File: src/rtl/wb_queue.sv
// Write-back queue: arbitrates load/ALU write requests into an in-order FIFO
// and drains one entry per cycle onto the register file write port.
module wb_queue #(
  parameter int DEPTH = 4,
  parameter int AW    = 5,
  parameter int DW    = 32
) (
  input  logic                         clk,
  input  logic                         rst_n,
  input  logic                         mem_valid,
  input  logic [AW-1:0]                mem_addr,
  input  logic [DW-1:0]                mem_data,
  output logic                         mem_ready,
  input  logic                         alu_valid,
  input  logic [AW-1:0]                alu_addr,
  input  logic [DW-1:0]                alu_data,
  output logic                         alu_ready,
  output logic                         rw,
  output logic [AW-1:0]                addr3,
  output logic [DW-1:0]                data3,
  input  logic [AW-1:0]                rd_addr1,
  input  logic [AW-1:0]                rd_addr2,
  output logic                         hazard1,
  output logic                         hazard2,
  output logic [$clog2(DEPTH+1)-1:0]   count,
  output logic                         full,
  output logic                         empty
);

  localparam int PW = $clog2(DEPTH);
  localparam int CW = $clog2(DEPTH+1);

  logic [AW-1:0] r_addr [DEPTH];
  logic [DW-1:0] r_data [DEPTH];
  logic [PW-1:0] r_rd_ptr;
  logic [PW-1:0] r_wr_ptr;
  logic [CW-1:0] r_count;

  logic          w_push_mem;
  logic          w_push_alu;
  logic [AW-1:0] w_push_addr;
  logic [DW-1:0] w_push_data;
  logic          w_enq;
  logic          w_pop;
  logic [PW-1:0] w_off   [DEPTH];
  logic [DEPTH-1:0] w_occ;
  logic [DEPTH-1:0] w_match1;
  logic [DEPTH-1:0] w_match2;

  assign count = r_count;
  assign full  = (r_count == CW'(DEPTH));
  assign empty = (r_count == '0);

  // Readiness depends only on registered occupancy; a same-cycle pop never frees a slot.
  assign mem_ready = rst_n & ~full;
  assign alu_ready = rst_n & ~full & ~mem_valid;

  assign w_push_mem  = mem_valid & mem_ready;
  assign w_push_alu  = alu_valid & alu_ready;
  assign w_push_addr = w_push_mem ? mem_addr : alu_addr;
  assign w_push_data = w_push_mem ? mem_data : alu_data;
  // Writes to register 0 are acknowledged but dropped.
  assign w_enq       = (w_push_mem | w_push_alu) & (w_push_addr != '0);
  assign w_pop       = ~empty;

  assign rw    = ~empty;
  assign addr3 = empty ? '0 : r_addr[r_rd_ptr];
  assign data3 = empty ? '0 : r_data[r_rd_ptr];

  always_comb begin
    w_occ    = '0;
    w_match1 = '0;
    w_match2 = '0;
    for (int i = 0; i < DEPTH; i++) begin
      w_off[i]    = PW'(i) - r_rd_ptr;
      w_occ[i]    = ({{(CW-PW){1'b0}}, w_off[i]} < r_count);
      w_match1[i] = (r_addr[i] == rd_addr1);
      w_match2[i] = (r_addr[i] == rd_addr2);
    end
  end

  assign hazard1 = (rd_addr1 != '0) & (|(w_occ & w_match1));
  assign hazard2 = (rd_addr2 != '0) & (|(w_occ & w_match2));

  always_ff @(posedge clk) begin
    if (!rst_n) begin
      r_rd_ptr <= '0;
      r_wr_ptr <= '0;
      r_count  <= '0;
    end else begin
      if (w_enq) begin
        r_wr_ptr <= r_wr_ptr + PW'(1);
      end
      if (w_pop) begin
        r_rd_ptr <= r_rd_ptr + PW'(1);
      end
      case ({w_enq, w_pop})
        2'b10:   r_count <= r_count + CW'(1);
        2'b01:   r_count <= r_count - CW'(1);
        default: r_count <= r_count;
      endcase
    end
  end

  // Storage needs no reset: occupancy alone decides which entries are live.
  always_ff @(posedge clk) begin
    if (rst_n && w_enq) begin
      r_addr[r_wr_ptr] <= w_push_addr;
      r_data[r_wr_ptr] <= w_push_data;
    end
  end

endmodule
File: config.mk
export PLATFORM = sky130hd
export DESIGN_NAME = wb_queue
export DESIGN_NICKNAME = d
export VERILOG_FILES = /design/src/rtl/wb_queue.sv
export SDC_FILE = /design/constraint.sdc
export NUM_CORES = 1
export LEC_CHECK = 0
export CAP_MARGIN = 20
export CORE_MARGIN = 8
export CORE_UTILIZATION = 55
export CTS_CLUSTER_SIZE = 25
export DETAILED_ROUTE_END_ITERATION = 16
export PLACE_DENSITY_LB_ADDON = 0.25
export REMOVE_ABC_BUFFERS = 1
export SLEW_MARGIN = 30
export SYNTH_ARGS = -nofsm -noshare
export SYNTH_HDL_FRONTEND = slang
export SYNTH_SLANG_ARGS = --single-unit
File: constraint.sdc
create_clock -name clk -period 8.59 [get_ports clk]
set_clock_uncertainty 0.15 [all_clocks]
set_input_delay 1.718 -clock clk [delete_from_list [all_inputs] [get_ports clk]]
set_output_delay 1.718 -clock clk [all_outputs]
set_load 0.02 [all_outputs]
; ---- After elaboration in Yosys (flattened, before gate mapping)
; Memories as Yosys holds them, arrays and structs flattened. A register that Yosys moved wholly into a read port is not among the register bits.
; Cells that the tools add are included.
[op_classes]
shifts = 0
bitwise = 13
magnitude_cmp = 4
addsub = 8
n_eq_ne = 11
div_mod_pow = 0
n_reduce_logical = 8
mux = 11
multipliers = 0
[ops]
columns = op, n
row1 = 2-to-1 mux 32 bit, 2
row2 = == test 5 bit, 8
row3 = nonzero test 5 bit, 3
row4 = < comparator 2 x 3 -> 1 bit, 4
row5 = 2-to-1 mux 5 bit, 2
row6 = AND 4 bit, 2
row7 = 2-to-1 mux 2 bit, 4
row8 = OR reduction 4 bit, 2
row9 = AND 1 bit, 7
row10 = case mux 3 bit (2 select lines), 1
row11 = adder 2 x 1 -> 2 bit (second input constant), 2
row12 = subtractor 1 x 2 -> 2 bit (first input constant), 2
row13 = subtractor 2 bit (first input constant), 2
row14 = adder 3 x 1 -> 3 bit (second input constant), 1
row15 = == test 3 bit (second input constant), 1
row16 = logical NOT 3 bit, 1
row17 = NOT 1 bit, 3
row18 = subtractor 3 x 1 -> 3 bit (second input constant), 1
row19 = == test 2 x 1 -> 1 bit (second input constant), 1
row20 = == test 2 bit (second input constant), 1
row21 = 2-to-1 mux 1 bit, 2
row22 = nonzero test 2 bit, 1
row23 = logical AND 1 bit, 1
row24 = bitwise OR 1 bit, 1
[totals]
memories = 2
latch_bits = 0
mem_bits_ro = 0
reg_bits = 7
inputBits = 88
ram_bits = 148
[memory_table]
columns = memory, words, width, rd, rd_ports_with_merged_regs, wr, line
row1 = r_data, 4, 32, 1, 1, 1, 34  ; logic [DW-1:0] r_data [DEPTH];
row2 = r_addr, 4, 5, 5, 1, 1, 33  ; logic [AW-1:0] r_addr [DEPTH];

; ---- Longest topological paths before layout
[logic_depth]
word_depth = 10
depth_mapped = 12

; ---- Worst setup path after synthesis
; No wires, ideal clock.
[synth_timing]
path_type = input to output
start = input port rd_addr1[4]
end = output port hazard1
setup_slack_ns = 3.879
required_ns = 6.722
n_path_buf = 1
t_arrival_ns = 2.843
stages = 6
cell_sequence = clkbuf_1 -> xnor2_1 -> nand3_1 -> nor4_1 -> nor4_1 -> a21oi_1
[synth_via]
elab_chain_len = 4
word_cells_on_any_way = 8
cone_classes = eq/ne (4) / bitwise (2) / reduce/logical (2)
[synth_lines]
columns = item, line
row1 = start: declaration, 21  ; input logic [AW-1:0] rd_addr1,
row2 = == test 5 bit, 77  ; w_match1[i] = (r_addr[i] == rd_addr1);
row3 = AND 4 bit, 82  ; assign hazard1 = (rd_addr1 != '0) & (|(w_occ & w_match1));
row4 = OR reduction 4 bit, 82
row5 = AND 1 bit (*), 82
row6 = end: declaration, 23  ; output logic hazard1,
; Mark *: on every way between the ends. The rest lies on a longest branch, timed or not.

; ---- Worst setup path in the final report
; Ends and elaborated chain as after synthesis.

==> results.md <==
- Nature of the critical path startpoint: primary input
- Crit path time final: 5.68 ns
- Synth warn: 0
- CP max stage delay: 0.63 ns
- Flops & latches, synth: 157
- Hold depth: 2
- Vias in the first global route: 4683
- Power per cell area: 311 mW/mm2
- Initial core utilization: 55.5%
- PortBufs: 134
- Fmax: 176 MHz
- Synthesized area per cell: 16.8 um2
- Per-cell routed wire length: 21.0 um
- Setup TNS: 0 ns
- # IOs: 135
- Post-Syn Instances: 431
- ANT cells: 0
- Pin count of the biggest net entering global routing: 42
- Final Slew Violations: 0
- CP Class: primary input to primary output
- Total gr overflow: 0
- CP Cell Sequence: clkdlybuf4s50_1, xnor2_1, nand3_1, nor4_1, nor4_1, a21oi_1, clkdlybuf4s50_1
- Root buffer cell: clkbuf_16
- Routed vias/inst: 5.61
- Layout cell share with drive strength beyond 1: 19.3%
- Core area: 0.0130 mm2
- CP Max Fanout: 5
- Post-synth EDFFs: 148
- Die Width: 131 um
- Total CTS buffers: 17
- CTS tree: yes
- Vias: 4188
- Worst-path clk slew: 0.05 ns
- Fillers: 884
- CP required: 6.72 ns
- Total GRT Usage: 19.6%
- Setup bufs post-CTS: 0
- Synth area leaders: edfxtp_1 61%, mux4_2 12%, mux2_2 5.6%
- Final ANT Viol Nets: 0
- R2R depth: 11
- Area share of the largest cell type after synthesis: 61.5%
- Asr flop ratio synth: 0%
- Rows: 42
- Number of distinct library cells after synthesis: 36
- 1st-pass router iterations: 4
- Initial DRC Count: 296
- Setup crit end kind: primary output
- Post-Route WL: 15.7 mm
- Fin nets: 657
- Count of final hold-check violations: 0
- RSZ-0062 raised after global routing: false
- Die ar.: 0.0171 mm2
- Worst Tran Pin Value: 0.614 ns
- CTS sink count: 157
- Tcrit/Tclk final: 66.1%
- Setup violators final: 0
- HPWL after detailed placement: 10.2 mm
- Die Y: 131 um
- Register area share after synthesis: 64.0%
- Max Cap Viol: 0
- CP arrival: 3.81 ns
- Largest area contributor in the netlist: edfxtp_1
- Worst-Skew Late Latency: 0.41 ns
- Slowest cell on the critical path: clkdlybuf4s50_1
- Mapped Area: 0.00723 mm2
- DRC Markers: 0
- Top_reg_cell synth: edfxtp_1
- First-pass GRT wire length: 24.7 mm
- Placer Congestion: 0.928
- Worst hold path class: register to register
- Maximum VDD drop: 0.189 mV
- H-tree depth: 4
- Pleak: 3.06 nW
- CTS Hold Buffers Added: 0
- Post_cts resized: 0
- Relative slew slack: 59.1%
- Overall power: 2.88 mW
- Initial antenna violation count: 0
- Status: completed
- Area delta synth->final: 28.2%
- Maximum clock insertion buffer count: 2
-- worst max-delay path: cells and delay by family --
family | cells | cell delay [ns]
compound gates | 1 | 0.15
xor+xnor | 1 | 0.16
simple gates | 3 | 0.52
buf+inv | 2 | 1.26
-- sequential cells by signal, indices dropped and copies added (netlist names), named ones only --
name and count:
r_wr_ptr 2, r_data 128, r_addr 20, count 3, r_rd_ptr 2
-- cells in the final DEF, fill, tap and decap left out, types with 2 or more instances in the layout --
cell / Yosys / final
xnor2_1: 27 / 27
or3_1: 2 / 2
and3_1: 2 / 2
mux2_2: 36 / 36
nand2b_1: 3 / 3
buf_4: 0 / 2
ha_1: 9 / 9
nand3_1: 10 / 10
nor4_1: 12 / 12
clkdlybuf4s50_1: 0 / 134
a21boi_0: 2 / 2
inv_1: 14 / 14
o22ai_1: 2 / 2
o31ai_1: 2 / 2
o21ba_2: 2 / 2
clkbuf_1: 18 / 3
and2_4: 0 / 4
nand2_1: 6 / 6
nor3_1: 2 / 2
clkbuf_16: 0 / 17
dfxtp_1: 9 / 7
nor2_1: 3 / 3
a21o_1: 2 / 2
and2_1: 44 / 40
xor2_1: 17 / 17
mux4_2: 37 / 37
clkinv_1: 0 / 6
o21ai_0: 2 / 2
edfxtp_1: 148 / 148
bufinv_16: 0 / 3
a21oi_1: 3 / 3
-- kinds of logic (layout without fill, tap and decap cells) --
kind of cell	Yosys count	in the layout	synth area share (%)
AO/OA/AOI/OAI	18	18	1.92
AND/OR/NAND/NOR	87	87	7.15
multiplexers	74	74	17.4
adder cells (fa/ha/maj)	10	10	1.83
buffers and inverters	41	181	2.35
XOR/XNOR	44	44	5.33
flip-flops	157	157	64.0
-- final cells by class --
class                      count  area, um2  share of cell area, %
clock inverter                11        125                   1.35
tap                          176        220                   2.38
sequential                   157       4630                   50.0
clock buffer                  20        437                   4.71
multi-input combinational    233       2440                   26.4
inverter                      14       52.6                  0.567
timing repair buffer         136       1360                   14.6
-- where the power goes --
part	internal [mW]	total (mW)	leakage, nW	switching, mW
registers	0.962	1.05	1.43	0.0883
clock network	0.448	0.722	0.269	0.273
logic	0.556	1.11	1.37	0.550
total	1.97	2.88	3.06	0.912
-- Yosys cell counts, types with 3 or more instances --
master / n
edfxtp_1: 148
and2_1: 44
mux4_2: 37
mux2_2: 36
xnor2_1: 27
clkbuf_1: 18
xor2_1: 17
inv_1: 14
nor4_1: 12
nand3_1: 10
dfxtp_1: 9
ha_1: 9
buf_2: 7
nand2_1: 6
a21oi_1: 3
nand2b_1: 3
nor2_1: 3
-- metrics by stage --
| step | hold slack [ns] | std cells | util [%] | worst slack (ns) | area (um2) |
|---|---|---|---|---|---|
| 2_1_floorplan | 0.391 | 404 | - | 4.13 | 7110 |
| 3_3_place_gp | 0.414 | 716 | 66.7 | 3.01 | 8700 |
| 3_5_place_dp | 0.457 | 716 | 66.8 | 2.94 | 8700 |
| 4_1_cts | 0.478 | 747 | 71.1 | 2.93 | 9270 |
| 5_1_grt | 0.521 | 747 | 71.1 | 2.77 | 9270 |
| 6_report | 0.474 | 747 | 71.1 | 2.91 | 9270 |
-- layer usage --
| metal | vias to the layer above | share of wire (%) | GRT usage (%) |
|---|---|---|---|
| met3 | 16 | 6.3 | 5.11 |
| met1 | 2133 | 40 | 22.7 |
| met2 | 138 | 52 | 34.3 |
| met4 | 0 | 1.4 | 7.63 |
| li1 | 1901 | - | - |
| met5 | - | 0 | 0 |
-- final timing paths --
path	from	end	slack [ns]
worst max-delay path	rd_addr1[4]	hazard1	2.91
worst min-delay path	r_wr_ptr[0]	r_wr_ptr[0]	0.47
worst max register to register	count[2]	count[2]	5.25
worst min register to register	r_wr_ptr[0]	r_wr_ptr[0]	0.47
Power figures use the tool's default switching activity.
